## src/rtl/alu_issue_pkg.sv

```systemverilog
// Shared constants for the ID/EX issue stage: operand selects, ALU op codes
// and the register-match helper used by forwarding.
package alu_issue_pkg;

   localparam logic [1:0] ASEL_RS1  = 2'd0;
   localparam logic [1:0] ASEL_PC   = 2'd1;
   localparam logic [1:0] ASEL_ZERO = 2'd2;
   localparam logic       BSEL_RS2  = 1'b0;
   localparam logic       BSEL_IMM  = 1'b1;

   typedef enum logic [4:0] {
      IADD, ISUB, IAND, IOR, IXOR, ISLL, ISRL, ISRA,
      ISLT, ISLTU, IEQ, INE
   } alu_op_e;

   // x0 is hardwired, so a write to it is never a forwarding source
   function automatic logic rs_match(input logic en,
                                     input logic [4:0] rd,
                                     input logic [4:0] rs);
      return en && (rd != 5'd0) && (rd == rs);
   endfunction

endpackage

```

## src/rtl/alu_issue_fwd_mux.sv

```systemverilog
// Operand forwarding mux: EX result beats MEM result beats regfile,
// and x0 always reads as zero.
module alu_issue_fwd_mux
   import alu_issue_pkg::*;
#(
   parameter int XLEN = 32
) (
   input  logic [4:0]      rs,
   input  logic [XLEN-1:0] rf_data,
   input  logic            ex_en,
   input  logic [4:0]      ex_rd,
   input  logic [XLEN-1:0] ex_data,
   input  logic            mem_en,
   input  logic [4:0]      mem_rd,
   input  logic [XLEN-1:0] mem_data,
   output logic [XLEN-1:0] val
);

   always_comb begin
      val = rf_data;
      if (rs == 5'd0)
         val = '0;
      else if (rs_match(ex_en, ex_rd, rs))
         val = ex_data;
      else if (rs_match(mem_en, mem_rd, rs))
         val = mem_data;
   end

endmodule

```

## src/rtl/alu_issue.sv

```systemverilog
// ID/EX issue stage: forwards operands, selects ALU inputs, registers them,
// and stalls on load-use with a valid/ready handshake and flush.
module alu_issue
   import alu_issue_pkg::*;
#(
   parameter int XLEN  = 32,
   parameter int CNT_W = 16
) (
   input  logic             clk,
   input  logic             rst_n,
   input  logic             in_valid,
   output logic             in_ready,
   input  logic [XLEN-1:0]  in_pc,
   input  logic [4:0]       in_rs1,
   input  logic [4:0]       in_rs2,
   input  logic [XLEN-1:0]  in_rs1_data,
   input  logic [XLEN-1:0]  in_rs2_data,
   input  logic [XLEN-1:0]  in_imm,
   input  logic [1:0]       in_a_sel,
   input  logic             in_b_sel,
   input  logic [4:0]       in_op,
   input  logic [4:0]       in_rd,
   input  logic             in_wr_en,
   input  logic             in_is_load,
   input  logic [XLEN-1:0]  ex_result,
   input  logic             mem_wr_en,
   input  logic [4:0]       mem_rd,
   input  logic [XLEN-1:0]  mem_data,
   input  logic             flush,
   input  logic             out_ready,
   output logic             out_valid,
   output logic [XLEN-1:0]  alu_a,
   output logic [XLEN-1:0]  alu_b,
   output logic [4:0]       alu_c,
   output logic [XLEN-1:0]  out_pc,
   output logic [4:0]       out_rd,
   output logic             out_wr_en,
   output logic             out_is_load,
   output logic [XLEN-1:0]  out_store_data,
   output logic [CNT_W-1:0] stall_cnt
);

   logic            ex_en;
   logic [XLEN-1:0] rs1v;
   logic [XLEN-1:0] rs2v;
   logic [XLEN-1:0] a_val;
   logic [XLEN-1:0] b_val;
   logic            rs1_used;
   logic            rs2_used;
   logic            hazard;
   logic            take;

   // a held load has no result yet, so it cannot feed EX forwarding
   assign ex_en = out_valid && out_wr_en && !out_is_load;

   alu_issue_fwd_mux #(.XLEN(XLEN)) u_fwd_rs1 (
      .rs       (in_rs1),
      .rf_data  (in_rs1_data),
      .ex_en    (ex_en),
      .ex_rd    (out_rd),
      .ex_data  (ex_result),
      .mem_en   (mem_wr_en),
      .mem_rd   (mem_rd),
      .mem_data (mem_data),
      .val      (rs1v)
   );

   alu_issue_fwd_mux #(.XLEN(XLEN)) u_fwd_rs2 (
      .rs       (in_rs2),
      .rf_data  (in_rs2_data),
      .ex_en    (ex_en),
      .ex_rd    (out_rd),
      .ex_data  (ex_result),
      .mem_en   (mem_wr_en),
      .mem_rd   (mem_rd),
      .mem_data (mem_data),
      .val      (rs2v)
   );

   // non-load instructions may still need rs2 as store data
   assign rs1_used = (in_a_sel == ASEL_RS1);
   assign rs2_used = (in_b_sel == BSEL_RS2) || !in_is_load;

   assign hazard = in_valid && out_valid && out_is_load && out_wr_en
                && (out_rd != 5'd0)
                && ((rs1_used && (in_rs1 == out_rd))
                 || (rs2_used && (in_rs2 == out_rd)));

   assign in_ready = !hazard && (!out_valid || out_ready) && !flush;
   assign take     = in_valid && in_ready;

   always_comb begin
      a_val = '0;
      case (in_a_sel)
         ASEL_RS1: a_val = rs1v;
         ASEL_PC:  a_val = in_pc;
         default:  a_val = '0;
      endcase
   end

   assign b_val = (in_b_sel == BSEL_IMM) ? in_imm : rs2v;

   always_ff @(posedge clk or negedge rst_n) begin
      if (!rst_n) begin
         out_valid      <= 1'b0;
         alu_a          <= '0;
         alu_b          <= '0;
         alu_c          <= IADD;
         out_pc         <= '0;
         out_rd         <= '0;
         out_wr_en      <= 1'b0;
         out_is_load    <= 1'b0;
         out_store_data <= '0;
      end else if (flush) begin
         out_valid <= 1'b0;
      end else if (take) begin
         out_valid      <= 1'b1;
         alu_a          <= a_val;
         alu_b          <= b_val;
         alu_c          <= in_op;
         out_pc         <= in_pc;
         out_rd         <= in_rd;
         out_wr_en      <= in_wr_en;
         out_is_load    <= in_is_load;
         out_store_data <= rs2v;
      end else if (out_ready) begin
         out_valid <= 1'b0;
      end
   end

   always_ff @(posedge clk or negedge rst_n) begin
      if (!rst_n)
         stall_cnt <= '0;
      else if (hazard && !flush && (stall_cnt != '1))
         stall_cnt <= stall_cnt + 1'b1;
   end

endmodule

```

## config.mk

```make
export PLATFORM = sky130hd
export DESIGN_NAME = alu_issue
export DESIGN_NICKNAME = d
export VERILOG_FILES = /design/src/rtl/alu_issue_pkg.sv /design/src/rtl/alu_issue_fwd_mux.sv /design/src/rtl/alu_issue.sv
export SDC_FILE = /design/constraint.sdc
export NUM_CORES = 1
export LEC_CHECK = 0
export ABC_AREA = 1
export BUFFER_PORTS_ARGS = -buffer_cell sky130_fd_sc_hd__buf_2
export CAP_MARGIN = 20
export CORE_MARGIN = 2
export CORE_UTILIZATION = 40
export CTS_BUF_LIST = sky130_fd_sc_hd__clkbuf_4
export CTS_CLUSTER_DIAMETER = 60
export DETAILED_ROUTE_END_ITERATION = 10
export PLACE_DENSITY_LB_ADDON = 0.15
export SLEW_MARGIN = 15
export SYNTH_ARGS = -nofsm -noshare
export SYNTH_HDL_FRONTEND = slang
export SYNTH_HIERARCHICAL = 1
export SYNTH_SLANG_ARGS = --single-unit
```

## constraint.sdc

```tcl
create_clock -name clk -period 3.8 [get_ports clk]
set_input_delay 0.76 -clock clk [delete_from_list [all_inputs] [get_ports clk]]
set_output_delay 0.76 -clock clk [all_outputs]
set_load 0.01 [all_outputs]
```

Word-level counts from Yosys, hierarchy flattened
Cells that the tools add are included.
{"block": "classes", "n_addsub": 1, "eq_ne": 8, "mux": 11, "n_bitwise": 2, "reduce_logical": 35}
{"operator": "two-way mux 32 bit", "count": 7}
{"operator": "one-hot mux 32 bit (2 select lines)", "count": 1}
{"operator": "equality test 5 bit", "count": 6}
{"operator": "logical AND 1 bit", "count": 20}
{"operator": "adder 16 x 1 -> 16 bit, second input constant", "count": 1}
{"operator": "!= test 16 bit, second input constant", "count": 1}
{"operator": "logical NOT 5 bit", "count": 2}
{"operator": "nonzero test 5 bit", "count": 2}
{"operator": "logical NOT 1 bit", "count": 5}
{"operator": "logical OR 1 bit", "count": 3}
{"operator": "two-way mux 1 bit", "count": 3}
{"operator": "nonzero test 3 bit", "count": 1}
{"operator": "equality test 2 x 1 -> 1 bit, second input constant", "count": 1}
{"operator": "logical NOT 2 bit", "count": 1}
{"operator": "inverter 1 bit", "count": 2}
{"operator": "AND reduction 2 bit", "count": 1}
{"block": "word_totals", "regBits": 157, "in_bits": 228, "output_inout_bits": 158, "wordCells": 67}

Logic depth before layout (Yosys ltp)
{"block": "depth", "word_depth": 11, "depth_mapped": 15, "depth_no_buf": 14}

Hierarchy
The synthesis kept the hierarchy.
{"mod": "alu_issue", "instances": 1, "cells_per_inst": 970, "area_each_um2": 7847.5, "seq_area_each_um2": 3928.8}
{"mod": "alu_issue_fwd_mux", "instances": 2, "cells_per_inst": 369, "area_each_um2": 1571.5, "seq_area_each_um2": 0.0}

Worst setup path before layout
Ideal clock, no wire load.
{"block": "synth_timing", "kind": "input to output", "start": "input port in_b_sel", "end": "output port in_ready", "arrival_time_ns": 1.482, "t_required_ns": 3.040, "path_slack_ns": 1.558, "stages": 7, "path_buffers": 1, "cell_sequence": "clkbuf_1 -> nand2_1 -> nand2_1 -> nor2_1 -> nand3_1 -> nand2_2 -> a21oi_1"}
{"block": "synth_between", "elab_chain_len": 8}
{"element": "start: declaration", "line_no": "alu_issue.sv:20", "text": "input logic in_b_sel,"}
{"element": "inverter 1 bit", "line_no": "alu_issue.sv:82", "text": "assign rs2_used = (in_b_sel == BSEL_RS2) || !in_is_load;"}
{"element": "logical OR 1 bit", "line_no": "alu_issue.sv:82"}
{"element": "logical AND 1 bit", "line_no": "alu_issue.sv:87", "text": "|| (rs2_used && (in_rs2 == out_rd)));"}
{"element": "logical OR 1 bit", "line_no": "alu_issue.sv:87"}
{"element": "logical AND 1 bit", "line_no": "alu_issue.sv:86", "text": "&& ((rs1_used && (in_rs1 == out_rd))"}
{"element": "logical NOT 1 bit", "line_no": "alu_issue.sv:89", "text": "assign in_ready = !hazard && (!out_valid || out_ready) && !flush;"}
{"element": "logical AND 1 bit (2 in a row)", "line_no": "alu_issue.sv:89"}
{"element": "end: declaration", "line_no": "alu_issue.sv:12", "text": "output logic in_ready,"}
No other way between the ends.

Final worst setup path
{"block": "layout_timing", "start": "register out_rd[3]", "end": "output port in_ready"}
{"block": "layout_between", "elab_chain_len": 7, "elab_cells_between_ends": 11, "cone_classes": "2 x eq/ne; 9 x reduce/logical"}
{"element": "start: declaration", "line_no": "alu_issue.sv:36", "text": "output logic [4:0] out_rd,"}
{"element": "start signal: assignment", "line_no": "alu_issue.sv:122", "text": "out_rd <= in_rd;"}
{"element": "equality test 5 bit (on tied branches)", "line_no": "alu_issue.sv:86, alu_issue.sv:87"}
{"element": "logical AND 1 bit (on tied branches)", "line_no": "alu_issue.sv:86, alu_issue.sv:87"}
{"element": "logical OR 1 bit", "line_no": "alu_issue.sv:87"}
{"element": "logical AND 1 bit *", "line_no": "alu_issue.sv:86"}
{"element": "logical NOT 1 bit *", "line_no": "alu_issue.sv:89"}
{"element": "logical AND 1 bit * (2 in a row)", "line_no": "alu_issue.sv:89"}
Mark *: on every way between the ends. The rest lies on a longest branch, timed or not.

==> flow_metrics.tcl <==
set metrics [dict create \
    hold_violations 0 \
    post-route-period-util_pct 76.2 \
    first_iter_violations 1280 \
    slew_headroom_pct 34.6 \
    tightest_slew_ns 0.981 \
    r2r_slack_ns 0.95 \
    nNetsFinal 2240 \
    multiInputGateArea_mm2 0.00581 \
    synth-seq-cells 157 \
    clkLatencyLatePin_ns 0.57 \
    clkSlewWorstSetupHoldPaths_ns 0.17 \
    antenna_found_initial 14 \
    comb_power_share_pct 31.3 \
    swShare_pct 39.5 \
    cpMaxStageDelayCell "dfrtp_1" \
    min_period_ns 2.89 \
    postCtsResizedCells 0 \
    path_buf_inv 2 \
    syn_nets 1937 \
    synth.avg_cell_area_um2 6.43 \
    p_int_mw 2.67 \
    die_w_um 170 \
    min_path_type "input pin to asynchronous set/reset pin" \
    path_cells "inv_1, nand2_1, nand2_1, nor2_1, nand3_1, nand2_2, a21oi_1, buf_2" \
    grt_overflow 0 \
    path_class "register to output port" \
    clkPwrFrac_pct 22.1 \
    gp_congestion 0.902 \
    cp.arrival_ns 2.13 \
    postCtsSetupRepairBufs 0 \
    critPathCaptureType "output port" \
    core_area_mm2 0.0270 \
    powerDensity_mw_per_mm2 331 \
    reg2reg_depth 11 \
    yosysWarnings 6 \
    portBuffers 385 \
    viasPerCell 5.31 \
    cp_top_family "flip-flops" \
    p_switching_mw 1.74 \
    cp_num_cells 8 \
    ir_worst_vdd_mv 0.185 \
    start_kind "register" \
    slew_violations 0 \
    wl_per_cell_um 18.4 \
    postSynthCellCount 1708 \
    yosysSeqAreaShare_pct 35.7 \
    synthFlopType "dfrtp_1" \
    synth-edff-count 0 \
    num_vias 12600 \
    cts_root_buf "clkbuf_4" \
    ant_nets 0 \
    ys_async_sr_fraction_pct 100 \
    num_rows 60 \
    drive_above_1_share_pct 24.5 \
    syn_to_final_growth_pct 21.3 \
    slowest_delay_ns 0.60 \
    tns_ns 0 \
    track_usage_pct 29.6 \
    cts_tree "yes" \
    die_height_um 170 \
    grt_pass1_wl_um 66700 \
    cts_buffers 17 \
    dp_hpwl_um 30900 \
    hold_buffers 0 \
    synth_area_mm2 0.0110 \
    place_worst_setup_slack_ns 0.886 \
    dr.pass1.iters 8 \
    synth_cell_type_count 30 \
    fill_cells 2918 \
    io_pins 386 \
    cpMostUsedCell "nand2_1" \
    p_leak_nw 8.43 \
    rsz0062_at_grt "no" \
    start_util_pct 40.8 \
    grt_max_degree 141 \
    fmax_mhz 345 \
    clock_skew_ns 0.0419 \
    final-setup-viol-count 0 \
    p_seq_share_pct 46.6 \
    cts_max_level 4 \
    clockBufferDepth 2 \
    grt_pass1_vias 11900 \
    outcome "finished clean" \
    setup_ws_ns 0.905 \
    die-area_mm2 0.0288 \
    maxCapViolCount 0 \
    regArea_mm2 0.00393 \
    cp_max_fo 10 \
    wl_um 43700 \
    worstPathRequired_ns 3.04 \
    clkSinkCount 157 \
    drc 0 \
]
==> cell usage after synthesis, types with 3 or more instances <==
cell type  instances  area, um^2
nand2_1          620        2330
nor2_1           221         830
nand4_1          210        1310
inv_1            184         691
dfrtp_1          157        3930
nand3_1          107         536
buf_2             54         270
clkbuf_1          50         188
mux2_2            32         360
buf_1             12        45.0
buf_6             10         113
xor2_1             8        70.1
xnor2_1            7        61.3
o21ai_0            6        30.0
a21oi_1            5        25.0
nand3_2            3        30.0
==> cells in the final DEF, fill, tap and decap left out, types with 5 or more instances in the layout <==
master    netlist  routed
xor2_1          8       8
nand2_1       620     620
o21ai_0         6       6
inv_1         184     184
buf_2          54     383
buf_4           0      21
nor2_1        221     217
nand3_1       107     107
clkbuf_4        0      18
clkinv_4        0       5
mux2_2         32      32
nor2_2          2       5
inv_6           0       5
dfrtp_1       157     157
xnor2_1         7       7
diode_2         0      12
nand4_1       210     210
==> routing by layer <==
metal / GRT usage (%) / wire (um) / vias to the layer above
met5: 0 / 38 / -
met4: 12.7 / 1590 / 6
met3: 5.64 / 3510 / 94
met2: 47.2 / 20100 / 580
met1: 39.3 / 18400 / 5881
li1: - / - / 6066
==> kinds of logic (layout without fill, tap and decap cells) <==
group                      count (synthesis)  in the layout  share of synthesized area [%]
adders and majority gates                  1              1                          0.114
muxes                                     32             32                           3.28
other                                      0             12                              0
buffers and inverters                    313            628                           12.0
DFF                                      157            157                           35.7
and+or+nand+nor                         1176           1176                           47.0
xor gates and xnor gates                  15             15                           1.20
AOI/OAI and AO/OA                         14             14                          0.706
==> power groups by stage <==
stage	Sequential, mW	Clock, mW	Combinational [mW]
finish	2.06	0.977	1.38
global route	2.08	1.06	1.52
CTS	2.05	1.01	1.37
detailed placement	2.08	0	1.37
global placement	2.09	0	1.36
floorplan	2.17	0	0.620
==> final timing paths <==
| check | from | endpoint |
|---|---|---|
| max | out_rd[3] | in_ready |
| min | rst_n | alu_a[30] |
| max reg2reg | out_valid | alu_b[23] |
| min reg2reg | out_pc[13] | out_pc[13] |
| max in group asynchronous | rst_n | stall_cnt[8] |
| min in group clk | flush | out_valid |
==> registers in the layout (all words and copies together) (netlist names) <==
signal and count:
out_is_load 1, alu_c 5, out_pc 32, out_valid 1
out_wr_en 1, stall_cnt 16, out_rd 5, alu_b 32
out_store_data 32, alu_a 32
==> layout make-up <==
cell class	instances	area share [%]
Timing Repair Buffer	410	16.4
Inverter	187	5.28
Multi-Input combinational cell	1238	43.6
Antenna cell	12	0.225
Tap cell	341	3.20
Clock inverter	13	0.807
Clock buffer	18	1.01
Sequential cell	157	29.5
==> stage by stage <==
step / hold WS, ns / cells / instance area [um^2] / utilization, % / power (mW)
floorplan: 0.464 / 1708 / 11000 / - / 2.79
global placement: 0.450 / 2332 / 13000 / 48.4 / 3.44
detailed placement: 0.454 / 2332 / 13000 / 48.4 / 3.45
CTS: 0.167 / 2363 / 13300 / 49.3 / 4.43
global route: 0.196 / 2374 / 13300 / 49.5 / 4.66
finish: 0.192 / 2376 / 13300 / 49.5 / 4.41
Note: power is estimated with default switching activity, not from simulation.
